===== src/rtl/it_pkg.sv =====
// Shared ITSTATE definitions: field positions, condition codes and the
// IDLE/ACTIVE phase used for debug observation of the implicit state machine.
package it_pkg;

    localparam int FC_HI   = 7;
    localparam int FC_LO   = 4;
    localparam int MASK_HI = 3;
    localparam int MASK_LO = 0;

    // Condition codes, shared with the pre-decoder's condition evaluator.
    localparam logic [3:0] COND_EQ = 4'h0;
    localparam logic [3:0] COND_NE = 4'h1;
    localparam logic [3:0] COND_CS = 4'h2;
    localparam logic [3:0] COND_CC = 4'h3;
    localparam logic [3:0] COND_MI = 4'h4;
    localparam logic [3:0] COND_PL = 4'h5;
    localparam logic [3:0] COND_VS = 4'h6;
    localparam logic [3:0] COND_VC = 4'h7;
    localparam logic [3:0] COND_HI = 4'h8;
    localparam logic [3:0] COND_LS = 4'h9;
    localparam logic [3:0] COND_GE = 4'hA;
    localparam logic [3:0] COND_LT = 4'hB;
    localparam logic [3:0] COND_GT = 4'hC;
    localparam logic [3:0] COND_LE = 4'hD;
    localparam logic [3:0] COND_AL = 4'hE;

    typedef enum logic {
        IT_IDLE   = 1'b0,
        IT_ACTIVE = 1'b1
    } it_phase_e;

    // A non-zero mask is what makes an ITSTATE value describe a live block.
    function automatic logic mask_active(input logic [7:0] s);
        return s[MASK_HI:MASK_LO] != 4'b0000;
    endfunction

endpackage


===== src/rtl/it_state_ctrl_if.sv =====
// Pre-decoder <-> ITSTATE controller signal bundle. Restore port pair is
// present only when IT_RESTORE_EN is defined.
interface it_state_ctrl_if;
    import it_pkg::*;

    // Handshake: an instruction is issued (and ITSTATE advances) on a clock
    // edge where inst_valid=1 and stall=0; flush overrides everything.
    logic       inst_valid;
    logic       stall;
    logic       flush;
    logic       it_flag;
    logic [7:0] it_status;
    logic [3:0] it_cond;
    logic       in_it_blk;
    logic       it_last;
    logic [7:0] itstate;
    logic       it_err;
    it_phase_e  dbg_phase;
`ifdef IT_RESTORE_EN
    logic       itstate_wr;
    logic [7:0] itstate_wdata;
`endif

    modport master (
        output inst_valid, stall, flush, it_flag, it_status,
`ifdef IT_RESTORE_EN
        output itstate_wr, itstate_wdata,
`endif
        input  it_cond, in_it_blk, it_last, itstate, it_err, dbg_phase
    );

    modport slave (
        input  inst_valid, stall, flush, it_flag, it_status,
`ifdef IT_RESTORE_EN
        input  itstate_wr, itstate_wdata,
`endif
        output it_cond, in_it_blk, it_last, itstate, it_err, dbg_phase
    );

endinterface


===== src/rtl/it_advance.sv =====
// Combinational ITAdvance for an 8-bit ITSTATE: clear on the last instruction,
// otherwise shift the low five bits left keeping the base condition.
module it_advance (
    input  logic [7:0] itstate_i,
    output logic [7:0] itstate_o
);

    always_comb begin
        itstate_o = '0;
        if (itstate_i[2:0] != 3'b000) begin
            itstate_o = {itstate_i[7:5], itstate_i[3:0], 1'b0};
        end
    end

endmodule


===== src/rtl/it_state_ctrl.sv =====
// Thumb-2 ITSTATE holder/advancer. Define IT_RESTORE_EN to add the
// exception-return restore path (itstate_wr / itstate_wdata).
module it_state_ctrl
    import it_pkg::*;
#(
    parameter logic [7:0] RST_ITSTATE = 8'h00
) (
    input  logic           clk,
    input  logic           rst_n,
    it_state_ctrl_if.slave bus
);

    logic [7:0] itstate_q, itstate_d;
    logic       it_err_q, it_err_d;
    logic [7:0] itstate_adv;
    logic       in_blk;
    logic       adv;

    assign in_blk = mask_active(itstate_q);
    assign adv    = bus.inst_valid & ~bus.stall;

    it_advance u_advance (
        .itstate_i (itstate_q),
        .itstate_o (itstate_adv)
    );

    always_ff @(posedge clk or negedge rst_n) begin
        if (!rst_n) begin
            itstate_q <= RST_ITSTATE;
            it_err_q  <= 1'b0;
        end else begin
            itstate_q <= itstate_d;
            it_err_q  <= it_err_d;
        end
    end

    // An IT seen while already in a block was nullified upstream, so it
    // falls through to the ordinary in-block advance.
    always_comb begin
        itstate_d = itstate_q;
        it_err_d  = 1'b0;
        if (bus.flush) begin
            itstate_d = '0;
        end
`ifdef IT_RESTORE_EN
        else if (bus.itstate_wr) begin
            itstate_d = mask_active(bus.itstate_wdata) ? bus.itstate_wdata : 8'h00;
        end
`endif
        else if (adv && bus.it_flag && !in_blk) begin
            if (mask_active(bus.it_status)) begin
                itstate_d = bus.it_status;
            end else begin
                it_err_d = 1'b1;
            end
        end else if (adv && in_blk) begin
            itstate_d = itstate_adv;
        end
    end

    assign bus.itstate   = itstate_q;
    assign bus.in_it_blk = in_blk;
    assign bus.it_cond   = in_blk ? itstate_q[FC_HI:FC_LO] : COND_AL;
    assign bus.it_last   = in_blk & (itstate_q[2:0] == 3'b000);
    assign bus.it_err    = it_err_q;
    assign bus.dbg_phase = in_blk ? IT_ACTIVE : IT_IDLE;

endmodule


===== src/flat_wrapper.sv =====
// flat-port wrapper written by rule: the top's interface ports become plain ports
module it_state_ctrl_flat import it_pkg::*;
#(
    parameter logic [7:0] RST_ITSTATE = 8'h00
)
  (clk, rst_n, bus_inst_valid, bus_stall, bus_flush, bus_it_flag, bus_it_status, bus_it_cond, bus_in_it_blk, bus_it_last, bus_itstate, bus_it_err, bus_dbg_phase);
  it_state_ctrl_if bus_i ();
  input  logic clk;
  input  logic rst_n;
  input wire logic [$bits(bus_i.inst_valid)-1:0] bus_inst_valid;
  input wire logic [$bits(bus_i.stall)-1:0] bus_stall;
  input wire logic [$bits(bus_i.flush)-1:0] bus_flush;
  input wire logic [$bits(bus_i.it_flag)-1:0] bus_it_flag;
  input wire logic [$bits(bus_i.it_status)-1:0] bus_it_status;
  output wire logic [$bits(bus_i.it_cond)-1:0] bus_it_cond;
  output wire logic [$bits(bus_i.in_it_blk)-1:0] bus_in_it_blk;
  output wire logic [$bits(bus_i.it_last)-1:0] bus_it_last;
  output wire logic [$bits(bus_i.itstate)-1:0] bus_itstate;
  output wire logic [$bits(bus_i.it_err)-1:0] bus_it_err;
  output wire logic [$bits(bus_i.dbg_phase)-1:0] bus_dbg_phase;
  assign bus_i.inst_valid = bus_inst_valid;
  assign bus_i.stall = bus_stall;
  assign bus_i.flush = bus_flush;
  assign bus_i.it_flag = bus_it_flag;
  assign bus_i.it_status = bus_it_status;
  assign bus_it_cond = bus_i.it_cond;
  assign bus_in_it_blk = bus_i.in_it_blk;
  assign bus_it_last = bus_i.it_last;
  assign bus_itstate = bus_i.itstate;
  assign bus_it_err = bus_i.it_err;
  assign bus_dbg_phase = bus_i.dbg_phase;
  it_state_ctrl #(.RST_ITSTATE(RST_ITSTATE)) u_core (.clk(clk), .rst_n(rst_n), .bus(bus_i));
endmodule

===== config.mk =====
export PLATFORM = sky130hd
export DESIGN_NAME = it_state_ctrl_flat
export DESIGN_NICKNAME = d
export VERILOG_FILES = /design/src/rtl/it_pkg.sv /design/src/rtl/it_state_ctrl_if.sv /design/src/rtl/it_advance.sv /design/src/rtl/it_state_ctrl.sv /design/src/flat_wrapper.sv
export SDC_FILE = /design/constraint.sdc
export NUM_CORES = 1
export LEC_CHECK = 0
export CORE_AREA = 4 4 43 45
export CTS_CLUSTER_DIAMETER = 120
export DETAILED_ROUTE_END_ITERATION = 8
export DIE_AREA = 0 0 47 49
export PLACE_DENSITY = 0.74
export SLEW_MARGIN = 20
export SYNTH_ARGS = -nofsm -noshare
export SYNTH_HDL_FRONTEND = slang
export SYNTH_SLANG_ARGS = --single-unit

===== constraint.sdc =====
create_clock -name clk -period 1.7 [get_ports clk]
set_clock_uncertainty 0.15 [all_clocks]
set_input_delay 0.425 -clock clk [delete_from_list [all_inputs] [get_ports clk]]
set_output_delay 0.425 -clock clk [all_outputs]
set_load 0.005 [all_outputs]

* After elaboration in Yosys (flattened, before gate mapping) *
Cells that the tools add are included.

storage, ports and cells
  logic and storage cells = 29
  input bits = 14
  bits in latches = 0
  memories = 0
  flip-flop bits (word level) = 9
  output and inout port bits = 16
  memory bits (writable) = 0
  ROM bits = 0

operators by class
  muxes and demuxes = 10
  eq/ne operators = 2
  div/mod/pow operators = 0
  add/subtract/negate cells = 0
  order comparisons = 0
  shift operators = 0
  bitwise operators = 3
  $mul = 0
  reductions and logical operators = 11

operator list
  operator            count
  $mux 8              5
  $reduce_bool 4->1   2
  $reduce_bool 3->1   2
  $mux 1              4
  $mux 4              1
  $logic_and 1x1->1   3
  $logic_not 3->1     1
  $ne 3x2->1 const B  1
  $ne 3x3->1 const B  1
  $reduce_and 3->1    1
  $and 1x1->1         2
  $reduce_and 2->1    1
  $logic_not 1->1     1
  $not 1->1           1

* Logic depth before layout (Yosys ltp) *
Gate-level depths: netlist of run 1.

  depth after elaboration = 6
  mapped depth = 5
  gate-level depth less buffers = 4

* Hierarchy *
A second synthesis of run 1 with hierarchy kept.

unflattened totals
  cell total of the unflattened synthesis = 59
  area, all modules = 546.8 sq um

modules (own cells, without submodules)
  module         sequential area each (sq um)  times used  area an instance (sq um)  cells an instance
  it_state_ctrl  225.2                         1           489.2                     50
  it_advance     0.0                           1           57.6                      9

* Worst setup path after synthesis of run 1 *
Ideal clock, no wire load.

  path type = input to register
  start = input port bus_it_status[0]
  end = register u_core.itstate_q[1], in the netlist u_core.bus.itstate[1]
  path slack = 0.071 ns
  data required time = 1.423 ns
  setup time = 0.127 ns
  path buffers = 0
  stages = 4
  data arrival time = 1.352 ns
  cells stage by stage = nor4_1 -> nand2b_1 -> a31oi_1 -> mux2_1

on the way
  cells in the longest elaborated chain, start to end = 3

ends and longest elaborated chain
  what                        RTL line             text
  start: declaration          flat_wrapper.sv:14   input wire logic [$bits(bus_i.it_status)-1:0] bus_it_status;
  $reduce_bool 4->1           it_pkg.sv:34         return s[MASK_HI:MASK_LO] != 4'b0000;
  $ne 3x3->1 (no line)        --
  $reduce_and 2->1 (no line)  --
  end signal: assignment      it_state_ctrl.sv:32  itstate_q <= itstate_d;
  end: declaration            it_state_ctrl.sv:13  logic [7:0] itstate_q, itstate_d;

No other way between the ends.
A chain may end at the register's enable or synchronous reset.

* Worst setup path after layout of run 1 *
  start = register u_core.itstate_q[2], in the netlist u_core.bus.itstate[2]
  end = output port bus_it_cond[1]

on the way
  cells in the longest elaborated chain, start to end = 2

ends and longest elaborated chain
  what               RTL line             text
  $reduce_bool 4->1  it_pkg.sv:34
  $mux 4             it_state_ctrl.sv:63  assign bus.it_cond = in_blk ? itstate_q[FC_HI:FC_LO] : COND_AL;
  end: declaration   flat_wrapper.sv:15   output wire logic [$bits(bus_i.it_cond)-1:0] bus_it_cond;

No other way between the ends.

==> results of run 1 <==
## kinds of logic after synthesis
kind of cell | after synthesis
AOI/OAI and AO/OA | 8
buffers and inverters | 8
DFF | 9
muxes | 7
and+or+nand+nor | 18
## cell usage after synthesis
library cell / n / share of area
a21oi_1: 2 / 0.020
a21oi_2: 1 / 0.017
a22o_1: 4 / 0.069
a31oi_1: 1 / 0.012
and2_1: 2 / 0.025
and4_1: 1 / 0.017
buf_4: 2 / 0.030
dfrtp_1: 9 / 0.45
inv_1: 5 / 0.037
inv_2: 1 / 0.0074
mux2_1: 3 / 0.067
mux2i_1: 4 / 0.079
nand2_1: 6 / 0.045
nand2b_1: 1 / 0.012
nor2_1: 3 / 0.022
nor2b_1: 1 / 0.012
nor3_1: 1 / 0.0099
nor3b_1: 1 / 0.015
nor4_1: 1 / 0.012
nor4_4: 1 / 0.042
## worst max path at each step
stage                                       from                                 to  slack [ns]  depth (start not counted)
3_3_place_gp                    bus_it_status[0]  u_core.bus.itstate[2]$_DFFE_PN0P_       -0.48                          5
3_5_place_dp                    bus_it_status[0]  u_core.bus.itstate[3]$_DFFE_PN0P_       -0.53                          5
4_1_cts        u_core.bus.itstate[2]$_DFFE_PN0P_                     bus_it_cond[1]       -0.24                          5
6_report       u_core.bus.itstate[2]$_DFFE_PN0P_                     bus_it_cond[1]       -0.28                          5
5_1_grt        u_core.bus.itstate[2]$_DFFE_PN0P_                     bus_it_cond[1]       -0.35                          5
2_1_floorplan                   bus_it_status[0]  u_core.bus.itstate[1]$_DFFE_PN0P_        0.07                          4
## routing by layer
layer  wire length (um)  GRT usage  vias up
met5                  0          0        -
li1                   -          -      293
met3                114     0.0517        4
met1                689      0.194      278
met2                991      0.301       21
met4                 28     0.0553        0
## cell type report
type                       count  share of cell area
timing repair buffer          58               0.458
multi-input combinational     33               0.287
sequential                     9               0.195
clock buffer                   3              0.0194
inverter                       6              0.0194
tap                           16              0.0172
clock inverter                 1             0.00430
## power by group
part	internal [W]	switching, W
registers	0.000223	0.00000814
clock network	0.0000868	0.0000848
logic	0.000186	0.000119
## through the flow
stage | hold slack [ns] | setup slack [ns] | total power, W | instances | utilization
final | 0.309 | -0.278 | 0.000707 | 126 | 0.791
after detailed placement | 0.394 | -0.528 | 0.000457 | 106 | 0.610
after floorplan | -0.0206 | 0.0707 | 0.000312 | 50 | -
after global routing | 0.339 | -0.350 | 0.000753 | 126 | 0.791
after CTS | 0.319 | -0.243 | 0.000670 | 121 | 0.721
after global placement | 0.373 | -0.484 | 0.000454 | 106 | 0.610
## timing repair
item / in CTS / in global routing
pin swaps: 12 / 1
setup buffers: 14 / 7
resized for setup: 61 / 18
setup endpoints to repair: 18 / 24
hold buffers: 0 / 0
## flip-flops by register name, summed over array words and instances, names as in the netlist
| name | count |
|---|---|
| u_core.bus.it_err | 1 |
| u_core.bus.itstate | 8 |
==> flow_metrics.env, run 1 <==
export IMPL_status="complete, but fails checks"
export IMPL_h_tree_depth=1
export IMPL_routed_wl_um=1820
export IMPL_final_hold_viol_count=0
export IMPL_synth_compound_area_share=0.119
export IMPL_numCtsBuffers=3
export IMPL_n_antenna_cell=0
export IMPL_drive_gt1_frac=0.564
export IMPL_crit_type="flop to output port"
export IMPL_cp_slowest_stage_delay_ns=0.43
export IMPL_grt_pass1_vias=656
export IMPL_grt_usage=0.174
export IMPL_synthSimpleGateAreaFrac=0.213
export IMPL_io_buffers=29
export IMPL_start_kind="flop"
export IMPL_crit_arrival_ns=1.40
export IMPL_seq_area_um2=226
export IMPL_path_cells="nor4_4 -> inv_2 -> buf_6 -> nand2_2 -> buf_2"
export IMPL_start_util=0.343
export IMPL_dpl_cell_area_um2=897
export IMPL_layout_commonest_cell="buf_4"
export IMPL_synth_adder_area_share=0
export IMPL_path_delay_family="flip-flops"
export IMPL_viasPerCell=4.73
export IMPL_floorplan_rows=14
export IMPL_via_count=596
export IMPL_grt_pass1_wl_um=2930
export IMPL_coreArea_um2=1470
export IMPL_p_leak_nw=0.666
export IMPL_violations="setup timing"
export IMPL_period_minus_slack_ns=1.98
export IMPL_synth_top_family_by_area="simple AND/OR/NAND/NOR gates"
export IMPL_tightest_slew_ns=0.423
export IMPL_syn2layout_area_growth_pct=131
export IMPL_cp_required_ns=1.12
export IMPL_regToRegEndpoint="u_core.bus.itstate[3]$_DFFE_PN0P_"
export IMPL_synth_xor_area_share=0
export IMPL_crit_path_end_kind="output port"
export IMPL_post_dp_hpwl_um=1170
export IMPL_root_buffer="clkbuf_4"
export IMPL_cts_buffer_depth=2
export IMPL_final_nets=125
export IMPL_drc=0
export IMPL_firstDrtPassIters=4
export IMPL_layout_common_cells="17 x buf_4, 12 x buf_6, 10 x clkdlybuf4s50_1"
export IMPL_postRouteAntennaNets=0
export IMPL_ios=30
export IMPL_synth_avg_cell_area_um2=10.1
export IMPL_power_density_nw_per_um2=608
export IMPL_synth_fp_nets=64
export IMPL_multi_input_area_um2=334
export IMPL_ff2ff_setup_slack_ns=-0.15
export IMPL_hp_class="primary input to asynchronous set/reset pin"
export IMPL_crit_path_max_fanout=5
export IMPL_gr_total_overflow=0
export IMPL_die_area_um2=2300
export IMPL_setup_viol=16
export IMPL_cp_slowest_cell="dfrtp_1"
export IMPL_clk_latency_ns=0.26
export IMPL_drv_slew=0
export IMPL_vdd_drop_max_uv=481
export IMPL_yosysSeqAreaShare=0.447
export IMPL_worst_path_buf_inv=3
export IMPL_synth_mux_area_frac=0.146
export IMPL_reg2reg_depth=6
export IMPL_antenna_found_initial=0
export IMPL_synth_cells=50
export IMPL_max_slew_margin=0.717
export IMPL_die_width_um=47
export IMPL_cts_tree="yes"
export IMPL_netlist_area_um2=504
export IMPL_r2r_start="u_core.bus.itstate[2]$_DFFE_PN0P_"
export IMPL_tns_ns=-2.43
export IMPL_routedWlPerCell_um=14.5
export IMPL_max_freq_mhz=506
export IMPL_clk_pin_slew_ns=0.07
export IMPL_drv_cap=0
export IMPL_gp_congestion=0.792
export IMPL_rsz0062_at_grt="true"
export IMPL_die_h_um=49
export IMPL_design_area_um2=1160
export IMPL_post_route_period_util=1.16
export IMPL_n_fill_cell=96
export IMPL_ys_ff_latch=9
export IMPL_initialDrtViolationCount=3
export IMPL_setup_ws_ns=-0.278
export IMPL_synthDistinctLibCells=20
export IMPL_grt_max_degree=10
export IMPL_cts_num_sinks=9
export IMPL_yosys_warnings=0
Power figures use the tool's default switching activity.
==> inputs of run 2 (changes only) <==
--- a/config.mk
+++ b/config.mk
@@ -7,6 +7,7 @@
 export LEC_CHECK = 0
 export CORE_AREA = 4 4 43 45
 export CTS_CLUSTER_DIAMETER = 120
+export CTS_CLUSTER_SIZE = 12
 export DETAILED_ROUTE_END_ITERATION = 8
 export DIE_AREA = 0 0 47 49
 export PLACE_DENSITY = 0.74
@@ -14,3 +15,4 @@
 export SYNTH_ARGS = -nofsm -noshare
 export SYNTH_HDL_FRONTEND = slang
 export SYNTH_SLANG_ARGS = --single-unit
+export TNS_END_PERCENT = 100
==> results of run 2 <==
No change in the layout: final DEF, timing and power equal those of run 1.
